**src/rtl/admo_alu_arbiter_pkg.sv**
```systemverilog
// Shared widths, ALU opcode encodings and arbiter FSM states
// for the ALU sharing arbiter.
package admo_alu_arbiter_pkg;

  localparam int DATA_WIDTH = 32;
  localparam int ALU_OPW    = 4;

  typedef enum logic [ALU_OPW-1:0] {
    ALU_ADD = 4'd0,
    ALU_SUB = 4'd1,
    ALU_AND = 4'd2,
    ALU_OR  = 4'd3,
    ALU_XOR = 4'd4
  } alu_op_e;

  typedef enum logic [0:0] {
    ALUARB_IDLE = 1'b0,
    ALUARB_EXEC = 1'b1
  } aluarb_state_e;

endpackage

```
**src/rtl/admo_alu_arbiter_if.sv**
```systemverilog
// Request/response bundle for both ALU requester ports.
// The core side uses master, the arbiter uses slave.
interface admo_alu_arbiter_if
  import admo_alu_arbiter_pkg::*;
#(
  parameter int DW  = DATA_WIDTH,
  parameter int OPW = ALU_OPW
);

  logic           req0_valid;
  logic           req0_ready;
  logic [DW-1:0]  req0_a;
  logic [DW-1:0]  req0_b;
  logic [OPW-1:0] req0_op;
  logic           rsp0_valid;
  logic           rsp0_ready;
  logic [DW-1:0]  rsp0_res;

  logic           req1_valid;
  logic           req1_ready;
  logic [DW-1:0]  req1_a;
  logic [DW-1:0]  req1_b;
  logic [OPW-1:0] req1_op;
  logic           rsp1_valid;
  logic           rsp1_ready;
  logic [DW-1:0]  rsp1_res;

  modport master (
    output req0_valid, req0_a, req0_b, req0_op, rsp0_ready,
    output req1_valid, req1_a, req1_b, req1_op, rsp1_ready,
    input  req0_ready, rsp0_valid, rsp0_res,
    input  req1_ready, rsp1_valid, rsp1_res
  );

  modport slave (
    input  req0_valid, req0_a, req0_b, req0_op, rsp0_ready,
    input  req1_valid, req1_a, req1_b, req1_op, rsp1_ready,
    output req0_ready, rsp0_valid, rsp0_res,
    output req1_ready, rsp1_valid, rsp1_res
  );

endinterface

```
**src/rtl/admo_rr_arb2.sv**
```systemverilog
// Two-way round-robin arbiter; prio names the port that
// wins when both are eligible.
module admo_rr_arb2 (
  input  logic [1:0] elig,
  input  logic       prio,
  output logic       grant,
  output logic       gnt_valid
);

  assign gnt_valid = |elig;
  assign grant     = (&elig) ? prio : elig[1];

endmodule

```
**src/rtl/admo_alu_arbiter.sv**
```systemverilog
// Shares one combinational ALU between the execute stage and
// load/store address generation with round-robin arbitration.
module admo_alu_arbiter
  import admo_alu_arbiter_pkg::*;
#(
  parameter int DW  = DATA_WIDTH,
  parameter int OPW = ALU_OPW
) (
  input  logic            clk,
  input  logic            rst,
  admo_alu_arbiter_if.slave bus,
  output logic [DW-1:0]   alu_a,
  output logic [DW-1:0]   alu_b,
  output logic [OPW-1:0]  alu_op,
  input  logic [DW-1:0]   alu_res
);

  aluarb_state_e  state_q, state_d;
  logic           prio_q, prio_d;
  logic           owner_q, owner_d;
  logic [DW-1:0]  a_q, a_d;
  logic [DW-1:0]  b_q, b_d;
  logic [OPW-1:0] op_q, op_d;
  logic [1:0]     rv_q, rv_d;
  logic [DW-1:0]  r0_q, r0_d;
  logic [DW-1:0]  r1_q, r1_d;

  logic [1:0] elig;
  logic       grant;
  logic       gnt_valid;

  // An occupied response register blocks its port even if it
  // is being drained this cycle.
  assign elig = (state_q == ALUARB_IDLE)
    ? {bus.req1_valid & ~rv_q[1], bus.req0_valid & ~rv_q[0]}
    : 2'b00;

  admo_rr_arb2 u_arb (
    .elig      (elig),
    .prio      (prio_q),
    .grant     (grant),
    .gnt_valid (gnt_valid)
  );

  assign bus.req0_ready = elig[0] & gnt_valid & ~grant;
  assign bus.req1_ready = elig[1] & gnt_valid & grant;

  assign bus.rsp0_valid = rv_q[0];
  assign bus.rsp1_valid = rv_q[1];
  assign bus.rsp0_res   = r0_q;
  assign bus.rsp1_res   = r1_q;

  assign alu_a  = a_q;
  assign alu_b  = b_q;
  assign alu_op = op_q;

  always_comb begin
    state_d = state_q;
    prio_d  = prio_q;
    owner_d = owner_q;
    a_d     = a_q;
    b_d     = b_q;
    op_d    = op_q;
    r0_d    = r0_q;
    r1_d    = r1_q;
    rv_d[0] = rv_q[0] & ~bus.rsp0_ready;
    rv_d[1] = rv_q[1] & ~bus.rsp1_ready;
    unique case (state_q)
      ALUARB_IDLE: begin
        if (gnt_valid) begin
          owner_d = grant;
          prio_d  = ~grant;
          state_d = ALUARB_EXEC;
          a_d     = grant ? bus.req1_a  : bus.req0_a;
          b_d     = grant ? bus.req1_b  : bus.req0_b;
          op_d    = grant ? bus.req1_op : bus.req0_op;
        end
      end
      ALUARB_EXEC: begin
        state_d = ALUARB_IDLE;
        if (owner_q) begin
          rv_d[1] = 1'b1;
          r1_d    = alu_res;
        end else begin
          rv_d[0] = 1'b1;
          r0_d    = alu_res;
        end
      end
    endcase
  end

  always_ff @(posedge clk) begin
    if (rst) begin
      state_q <= ALUARB_IDLE;
      prio_q  <= 1'b0;
      owner_q <= 1'b0;
      a_q     <= '0;
      b_q     <= '0;
      op_q    <= '0;
      rv_q    <= 2'b00;
      r0_q    <= '0;
      r1_q    <= '0;
    end else begin
      state_q <= state_d;
      prio_q  <= prio_d;
      owner_q <= owner_d;
      a_q     <= a_d;
      b_q     <= b_d;
      op_q    <= op_d;
      rv_q    <= rv_d;
      r0_q    <= r0_d;
      r1_q    <= r1_d;
    end
  end

endmodule

```
**src/flat_wrapper.sv**
```systemverilog
// flat-port wrapper written by rule: the top's interface ports become plain ports
module admo_alu_arbiter_flat import admo_alu_arbiter_pkg::*;
#(
  parameter int DW  = DATA_WIDTH,
  parameter int OPW = ALU_OPW
)
  (clk, rst, alu_a, alu_b, alu_op, alu_res, bus_req0_valid, bus_req0_a, bus_req0_b, bus_req0_op, bus_rsp0_ready, bus_req1_valid, bus_req1_a, bus_req1_b, bus_req1_op, bus_rsp1_ready, bus_req0_ready, bus_rsp0_valid, bus_rsp0_res, bus_req1_ready, bus_rsp1_valid, bus_rsp1_res);
  admo_alu_arbiter_if #(.DW(DW), .OPW(OPW)) bus_i ();
  input  logic clk;
  input  logic rst;
  output logic [DW-1:0] alu_a;
  output logic [DW-1:0] alu_b;
  output logic [OPW-1:0] alu_op;
  input  logic [DW-1:0] alu_res;
  input wire logic [$bits(bus_i.req0_valid)-1:0] bus_req0_valid;
  input wire logic [$bits(bus_i.req0_a)-1:0] bus_req0_a;
  input wire logic [$bits(bus_i.req0_b)-1:0] bus_req0_b;
  input wire logic [$bits(bus_i.req0_op)-1:0] bus_req0_op;
  input wire logic [$bits(bus_i.rsp0_ready)-1:0] bus_rsp0_ready;
  input wire logic [$bits(bus_i.req1_valid)-1:0] bus_req1_valid;
  input wire logic [$bits(bus_i.req1_a)-1:0] bus_req1_a;
  input wire logic [$bits(bus_i.req1_b)-1:0] bus_req1_b;
  input wire logic [$bits(bus_i.req1_op)-1:0] bus_req1_op;
  input wire logic [$bits(bus_i.rsp1_ready)-1:0] bus_rsp1_ready;
  output wire logic [$bits(bus_i.req0_ready)-1:0] bus_req0_ready;
  output wire logic [$bits(bus_i.rsp0_valid)-1:0] bus_rsp0_valid;
  output wire logic [$bits(bus_i.rsp0_res)-1:0] bus_rsp0_res;
  output wire logic [$bits(bus_i.req1_ready)-1:0] bus_req1_ready;
  output wire logic [$bits(bus_i.rsp1_valid)-1:0] bus_rsp1_valid;
  output wire logic [$bits(bus_i.rsp1_res)-1:0] bus_rsp1_res;
  assign bus_i.req0_valid = bus_req0_valid;
  assign bus_i.req0_a = bus_req0_a;
  assign bus_i.req0_b = bus_req0_b;
  assign bus_i.req0_op = bus_req0_op;
  assign bus_i.rsp0_ready = bus_rsp0_ready;
  assign bus_i.req1_valid = bus_req1_valid;
  assign bus_i.req1_a = bus_req1_a;
  assign bus_i.req1_b = bus_req1_b;
  assign bus_i.req1_op = bus_req1_op;
  assign bus_i.rsp1_ready = bus_rsp1_ready;
  assign bus_req0_ready = bus_i.req0_ready;
  assign bus_rsp0_valid = bus_i.rsp0_valid;
  assign bus_rsp0_res = bus_i.rsp0_res;
  assign bus_req1_ready = bus_i.req1_ready;
  assign bus_rsp1_valid = bus_i.rsp1_valid;
  assign bus_rsp1_res = bus_i.rsp1_res;
  admo_alu_arbiter #(.DW(DW), .OPW(OPW)) u_core (.clk(clk), .rst(rst), .bus(bus_i), .alu_a(alu_a), .alu_b(alu_b), .alu_op(alu_op), .alu_res(alu_res));
endmodule
```
**config.mk**
```make
export PLATFORM = sky130hd
export DESIGN_NAME = admo_alu_arbiter_flat
export DESIGN_NICKNAME = d
export VERILOG_FILES = /design/src/rtl/admo_alu_arbiter_pkg.sv /design/src/rtl/admo_alu_arbiter_if.sv /design/src/rtl/admo_rr_arb2.sv /design/src/rtl/admo_alu_arbiter.sv /design/src/flat_wrapper.sv
export SDC_FILE = /design/constraint.sdc
export NUM_CORES = 1
export LEC_CHECK = 0
export ABC_AREA = 1
export ABC_CLOCK_PERIOD_IN_PS = 1400
export CORE_MARGIN = 10
export CORE_UTILIZATION = 40
export DETAILED_ROUTE_END_ITERATION = 10
export HOLD_SLACK_MARGIN = 0.15
export PLACE_DENSITY = 0.81
export SLEW_MARGIN = 0
export SYNTH_ARGS = -nofsm -noshare
export SYNTH_HDL_FRONTEND = slang
export SYNTH_SLANG_ARGS = --single-unit
export TNS_END_PERCENT = 20
```
**constraint.sdc**
```tcl
create_clock -name clk -period 1.4 [get_ports clk]
set_input_delay 0.28 -clock clk [delete_from_list [all_inputs] [get_ports clk]]
set_output_delay 0.28 -clock clk [all_outputs]
set_load 0.05 [all_outputs]
```
; ---- Word level (Yosys, flattened, before mapping)
; Cells that the tools add are included.
[totals]
reg_bits = 137
latch_bits = 0
ram_bits = 0
mem_bits_ro = 0
inputBits = 174
out_inout_bits = 136
elab_cells = 39
mem_count = 0
[op_classes]
add_sub_neg = 0
mul = 0
div_mod_pow = 0
n_lt_le_gt_ge = 0
n_eq_ne = 0
shifts = 0
mux = 10
bitwise = 15
n_reduce_logical = 5
[op_table]
columns = operator, count
row1 = $mux 32, 2
row2 = $and 1x1->1, 8
row3 = $reduce_and 2->1, 4
row4 = $not 1->1, 7
row5 = $mux 1, 4
row6 = $mux 2, 2
row7 = $mux 4, 1
row8 = $pmux 1 s2, 1
row9 = $reduce_or 2->1, 1

; ---- Depth between registers and ports, before layout
; Gate-level depths: netlist of the first run.
[depth]
depth_word = 7
depth_mapped = 9
mapped_depth_nobuf = 7

; ---- Modules after synthesis
; Synthesis of the first run repeated with hierarchy kept, for this count alone.
[unflattened]
hier_cells = 1040
hier_area_um2 = 6384.9
[modules_own_cells]
columns = mod, n_inst, cells_each, area_per_inst_um2, seq_area_each_um2
row1 = admo_alu_arbiter, 1, 1035, 6362.4, 2742.6
row2 = admo_rr_arb2, 1, 5, 22.5, 0.0

; ---- Worst setup path after synthesis of the first run
; OpenSTA, ideal clock, no wires.
[synth_path]
kind = register to output
startpoint = register u_core.rv_q[1]
endpoint = output bus_req0_ready
t_arrival_ps = 2155
required_time_ps = 1120
slack_ps = -1035
stages_incl_launch_ff = 9
path_buffers = 2
cell_sequence = dfxtp_1 inv_2 nand2_1 nor2_1 buf_2 buf_2 nand2_1 inv_1 nor2_1
[synth_via]
elab_chain_cells = 7
word_cells_on_any_way = 9
classes_between = 2 x mux / 5 x bitwise / 2 x reduce/logical
[synth_rtl]
columns = item, line_no
row1 = start: declaration, admo_alu_arbiter.sv:24  ; logic [1:0] rv_q, rv_d;
row2 = start signal: assignment, admo_alu_arbiter.sv:110  ; rv_q <= rv_d;
row3 = $not 1->1 *, admo_alu_arbiter.sv:35  ; ? {bus.req1_valid & ~rv_q[1], bus.req0_valid & ~rv_q[0]}
row4 = $and 1x1->1 *, admo_alu_arbiter.sv:35
row5 = $mux 2 *, admo_alu_arbiter.sv:35
row6 = $reduce_and 2->1, admo_rr_arb2.sv:11  ; assign grant = (&elig) ? prio : elig[1];
row7 = $mux 1, admo_rr_arb2.sv:11
row8 = $not 1->1, admo_alu_arbiter.sv:45  ; assign bus.req0_ready = elig[0] & gnt_valid & ~grant;
row9 = $and 1x1->1 *, admo_alu_arbiter.sv:45
row10 = end: declaration, flat_wrapper.sv:25  ; output wire logic [$bits(bus_i.req0_ready)-1:0] bus_req0_ready;
; Every way passes the cells marked *; elsewhere a longest branch is shown, timed or not.

; ---- Final worst setup path of the first run
[layout_path]
startpoint = register u_core.prio_q
endpoint = output bus_req0_ready
[layout_via]
elab_chain_cells = 3
[layout_rtl]
columns = item, line_no
row1 = start: declaration, admo_alu_arbiter.sv:19  ; logic prio_q, prio_d;
row2 = start signal: assignment, admo_alu_arbiter.sv:105  ; prio_q <= prio_d;
row3 = $mux 1, admo_rr_arb2.sv:11
row4 = $not 1->1, admo_alu_arbiter.sv:45
row5 = $and 1x1->1, admo_alu_arbiter.sv:45
; No other way between the ends.

==> flow_metrics.tcl, run 1 <==
set metrics [dict create \
    routabilityCongestion 0.8511 \
    synth_edf_count 0 \
    pwr-share-seq 0.323 \
    fin_worst_skew_ps 11.40 \
    grt.overflow.total 0 \
    cp.required_ps 1120 \
    dr.pass1.iters 5 \
    crit_fanout 2 \
    slew_headroom 0.7234 \
    nets 1411 \
    critPathMaxStageDelay_ps 300 \
    slowest_stage "dfxtp_1" \
    io_buffers 309 \
    cp_top_family "buffers and inverters" \
    netlist_area_um2 6066 \
    cap_violations 0 \
    power_leakage_nw 5.381 \
    seq_area_frac_synth 0.4521 \
    cts_tree "built" \
    ys_ff_latch 137 \
    grt_pass1_vias 7270 \
    grt_max_degree 72 \
    grt_use_total 0.2414 \
    synth_top_area_share 0.4521 \
    rsz0062_at_grt "yes" \
    wl_um 28090 \
    antenna_found_initial 2 \
    hold_viol 0 \
    synthesis.nets 1079 \
    yosys.cell_count.top_type "nor2_1" \
    clockBufferDepth 2 \
    p_int_w 0.009411 \
    max-vdd-ir-drop_v 0.0007982 \
    fmax_mhz 609.5 \
    holdWs_ps 470.3 \
    critical_path_arrival_ps 1360 \
    hp-class "primary input to register" \
    cts_root_buf "clkbuf_16" \
    synth_cell_type_count 17 \
    core_area_um2 14700 \
    die_y_um 143.1 \
    finalCritPeriodShare 1.172 \
    synth.area.top_cells "dfxtp_1, nor2_1, o21ai_0" \
    avgSynthCellArea_um2 6.703 \
    endpoint_kind "output pin" \
    async_reset_ff_frac 0 \
    status "finished with violations" \
    comb_power_share 0.393 \
    critPathKind "register to output pin" \
    swShare 0.3560 \
    netlist_instances 905 \
    drc 0 \
    die_area_um2 20490 \
    cts_sinks 137 \
    viasPerCell 5.265 \
    via_count 7561 \
    slew_violations 0 \
    detail_route.iter0.violations 427 \
    rows 44 \
    synth-main-ff-cell "dfxtp_1" \
    violations "setup timing" \
    synthTopCellsByCount "nor2_1, dfxtp_1, o21ai_0" \
    area_growth_pct 101.8 \
    ys_warn_count 0 \
    drive_above_1_share 0.2240 \
    cts_max_level 4 \
    grt_pass1_wl_um 38670 \
    setup_viol 59 \
    crit_path_start_kind "register" \
    clock_latency_ps 420 \
    min_period_ps 1641 \
    dieWidth_um 143.1 \
    power.density_nw_per_um2 1194 \
    tightestPinTransition_ps 410.5 \
    ant_nets 0 \
    hpwl_um 18840 \
    p_clk_frac 0.285 \
    synth_top_cell_by_area "dfxtp_1" \
    cts_made_buffers 17 \
    final_util 0.8327 \
    crit_buf_inv 3 \
    path_cells "inv_1, nand3_4, nand2_4, clkinvlp_4, nor2_4, buf_12" \
    routedWlPerCell_um 19.56 \
    hold_buffers 0 \
    switchingPower_w 0.005202 \
    io_pins 310 \
    cts.clk_slew.worst_paths_ps 60 \
    setup_slack_ps -240.8 \
    initial_core_util 0.4127 \
]
[worst paths after layout]
path                                     start                to  slack [ps]  depth (start not counted)
worst max-delay path             u_core.prio_q    bus_req0_ready        -240                          6
worst min-delay path            bus_req0_valid     u_core.prio_q         470                          4
worst max register to register   u_core.prio_q  u_core.alu_a[31]        -140                         10
worst min register to register  u_core.owner_q    u_core.owner_q         510                          2
[flip-flops by register name (all words and copies together), names as in the netlist]
| register | cells |
|---|---|
| u_core.alu_a | 32 |
| u_core.alu_b | 32 |
| u_core.alu_op | 4 |
| u_core.bus.rsp0_res | 32 |
| u_core.bus.rsp1_res | 32 |
| u_core.owner_q | 1 |
| u_core.prio_q | 1 |
| u_core.rv_q | 2 |
| u_core.state_q | 1 |
[placed cells by master, fill, tap and decap left out, types with 3 or more instances in the layout]
| cell | n |
|---|---|
| nand2_4 | 3 |
| nor2_1 | 266 |
| clkdlybuf4s50_1 | 171 |
| inv_6 | 3 |
| inv_1 | 72 |
| clkinv_4 | 4 |
| clkinv_2 | 4 |
| buf_6 | 9 |
| clkbuf_16 | 25 |
| dfxtp_1 | 134 |
| nand2_1 | 69 |
| nand3_1 | 58 |
| o21ai_1 | 3 |
| nand3_4 | 3 |
| a21oi_2 | 5 |
| buf_12 | 160 |
| o21ai_0 | 129 |
| a21oi_1 | 64 |
| clkinvlp_4 | 3 |
| nand3_2 | 10 |
| buf_4 | 29 |
| nor2_2 | 4 |
[worst register-to-register path, stage by stage (launching register included)]
cell	delay, ps
dfxtp_1	300
inv_1	110
nand3_4	100
buf_4	170
buf_12	150
buf_8	130
buf_4	140
nand3_1	70
nand2_1	60
nor2_1	140
nor2_1	60
[cell type report]
type / instances / area, um2
repair buffers: 384 / 5574
multi-input cells: 620 / 2843
flip-flops and latches: 137 / 2751
fillers: 782 / 2459
clock buffers: 19 / 442.9
inverters: 77 / 297.8
well taps: 184 / 230.2
clock inverters: 13 / 96.34
diodes: 2 / 5.005
[metal layers]
metal,track usage,share of wire,wire length (um)
met1,0.2346,0.33,9143
met2,0.4130,0.50,13970
met3,0.1323,0.13,3720
met4,0.1107,0.045,1250
met5,0,0,0
[per-stage QoR]
| step | worst slack, ps | TNS, ps | cells | cell area (um2) | total power, W |
|---|---|---|---|---|---|
| finish | -240.8 | -4116 | 1436 | 12240 | 0.01461 |
| global route | -309.8 | -10400 | 1436 | 12240 | 0.01513 |
| CTS | -255.9 | -9742 | 1422 | 11880 | 0.01433 |
| detailed placement | -414.1 | -25390 | 1375 | 11090 | 0.01004 |
| global placement | -359.0 | -21780 | 1375 | 11090 | 0.009948 |
| floorplan | -431.7 | -487.4 | 905 | 6110 | 0.007128 |
[timing repair]
action                                  4_1_cts  5_1_grt
setup buffers                                13        4
cloned                                        3       10
pin swaps                                    33       41
resized for setup                            25       32
endpoints found under the setup margin       33       70
[power by group through the flow]
stage               clock (W)  combinational (W)  sequential (W)
finish                0.00416            0.00574         0.00472
global route          0.00435            0.00602         0.00475
CTS                   0.00416            0.00547         0.00470
detailed placement          0            0.00526         0.00478
global placement            0            0.00519         0.00476
floorplan                   0            0.00126         0.00587
[kinds of logic (layout without fill, tap and decap cells)]
family / after synthesis / in the layout / share of synthesized area
compound gates: 203 / 203 / 0.1679
buf+inv: 148 / 493 / 0.1060
flops: 137 / 137 / 0.4521
other cells: 0 / 2 / 0
simple gates: 417 / 417 / 0.2739
(Power assumes the default switching activity.)
==> run 2, diff against run 1 <==
--- a/config.mk
+++ b/config.mk
@@ -7,10 +7,9 @@
 export LEC_CHECK = 0
 export ABC_AREA = 1
 export ABC_CLOCK_PERIOD_IN_PS = 1400
-export CORE_MARGIN = 10
+export CORE_MARGIN = 2
 export CORE_UTILIZATION = 40
 export DETAILED_ROUTE_END_ITERATION = 10
-export HOLD_SLACK_MARGIN = 0.15
 export PLACE_DENSITY = 0.81
 export SLEW_MARGIN = 0
 export SYNTH_ARGS = -nofsm -noshare
==> flow_metrics.tcl, run 2 (synthesis gave the netlist of run 1 again) <==
set metrics [dict create \
    status "finished with violations" \
    violations "setup timing" \
    min_period_ps 1668 \
    dp_cells 1376 \
    cts_tree "built" \
    fmax_mhz 599.7 \
    cap_violations 0 \
    die_area_um2 16170 \
    hpwl_um 16030 \
    pwr-share-seq 0.322 \
    clockBufferDepth 2 \
    tightestPinTransition_ps 320.9 \
    cts.clk_slew.worst_paths_ps 60 \
    met3_usage 0.08543 \
    placed_area_um2 10940 \
    io_pins 310 \
    finalCritPeriodShare 1.191 \
    swShare 0.3449 \
    rsz0062_at_grt "yes" \
    slew_headroom 0.7860 \
    crit_path_start_kind "primary input" \
    dieWidth_um 127.1 \
    finalSetupTns_ps -3719 \
    r2r-end "u_core.alu_b[2]" \
    r2r_start "u_core.rv_q[1]" \
    design_area_um2 11900 \
    ant_nets 0 \
    power.density_nw_per_um2 1230 \
    most-common-layout-cells "nor2_1, clkdlybuf4s50_1, buf_12" \
    min_path_cells 3 \
    grt_pass1_wl_um 35060 \
    clock_latency_ps 430 \
    routedWlPerCell_um 16.91 \
    holdWs_ps 463.4 \
    final_cells 1423 \
    setup_viol 70 \
    grt.overflow.total 0 \
    viasPerCell 5.221 \
    final_util 0.7914 \
    critPathKind "primary input to output pin" \
    wl_um 24060 \
    drive_above_1_share 0.2101 \
    hp-class "primary input to register" \
    die_y_um 127.1 \
    hold_viol 0 \
    via_count 7430 \
    critical_path_arrival_ps 1390 \
    max-vdd-ir-drop_v 0.0008227 \
    path_cells "clkdlybuf4s50_1, nand3_4, nand2_4, clkinvlp_4, buf_6, buf_12" \
    comb_power_share 0.371 \
    use_met2 0.4886 \
    cts_made_buffers 17 \
    r2r_cells 10 \
    routabilityCongestion 0.8266 \
    fin_worst_skew_ps 6.906 \
    slew_violations 0 \
    core_area_um2 15030 \
    grt_use_total 0.2735 \
    area_growth_pct 96.14 \
    dr.pass1.iters 7 \
    io_buffers 309 \
    cts_max_level 4 \
    switchingPower_w 0.005046 \
    grt_max_degree 54 \
    cp.required_ps 1120 \
    detail_route.iter0.violations 621 \
    endpoint_kind "output pin" \
    cts_sinks 137 \
    layout_commonest_cell "nor2_1" \
    hp-start "alu_res[1]" \
    p_int_w 0.009584 \
    grt_pass1_vias 6959 \
    setup_slack_ps -267.5 \
    antenna_found_initial 2 \
    critPathMaxStageDelay_ps 550 \
    crit_fanout 2 \
    reg2reg_slack_ps -120 \
    initial_core_util 0.4035 \
    power_leakage_nw 5.221 \
    nets 1394 \
    p_clk_frac 0.306 \
    drc 0 \
    cts_root_buf "clkbuf_16" \
    slowest_stage "clkdlybuf4s50_1" \
    use_met1 0.3045 \
    rows 45 \
    cp-startpoint "bus_req0_valid" \
    min_to "u_core.bus.rsp0_res[1]" \
    grt_most_used_layer "met2" \
]
## run 2: worst max path at each step
| stage | depth (start not counted) | endpoint | slack (ps) |
|---|---|---|---|
| after CTS | 7 | bus_req1_ready | -300 |
| after detailed placement | 8 | u_core.alu_b[23] | -360 |
| after global routing | 7 | bus_req1_ready | -320 |
| final | 6 | bus_req1_ready | -270 |
| after global placement | 8 | u_core.alu_b[27] | -350 |
| after floorplan | 8 | bus_req0_ready | -430 |
## run 2: timing repair
action	CTS	global route
pin swaps	5	32
hold buffers	0	0
setup buffers	5	1
gates cloned	0	7
gates resized for setup	12	30
endpoints found under the setup margin	3	70
## run 2: cell type report
cell class / count / area [um2]
antenna: 2 / 5.005
clock buffer: 19 / 442.9
clock inverter: 13 / 140.1
fill: 879 / 3136
inverter: 77 / 297.8
multi-input combinational: 620 / 2808
sequential: 137 / 2751
tap: 188 / 235.2
timing repair buffer: 367 / 5218
## run 2: critical path: cells and delay by family
kind                   cells  cell delay (ps)
buffers and inverters      4              920
and+or+nand+nor            2              190
## run 2: layer usage
layer,part of all wire,up-vias
li1,-,3509
met1,0.36,3399
met2,0.51,447
met3,0.092,75
met4,0.040,0
met5,0,-
## run 2: per-stage QoR
stage / power, W / worst slack, ps
2_1_floorplan: 0.007128 / -431.7
3_3_place_gp: 0.009825 / -349.4
3_5_place_dp: 0.009924 / -359.4
4_1_cts: 0.01445 / -302.7
5_1_grt: 0.01517 / -316.5
6_report: 0.01463 / -267.5
## run 2: power groups by stage
stage,sequential [W],clock (W),combinational [W]
after global routing,0.00475,0.00471,0.00571
after CTS,0.00471,0.00453,0.00521
after floorplan,0.00587,0,0.00126
final,0.00472,0.00448,0.00543
after global placement,0.00476,0,0.00506
after detailed placement,0.00478,0,0.00515
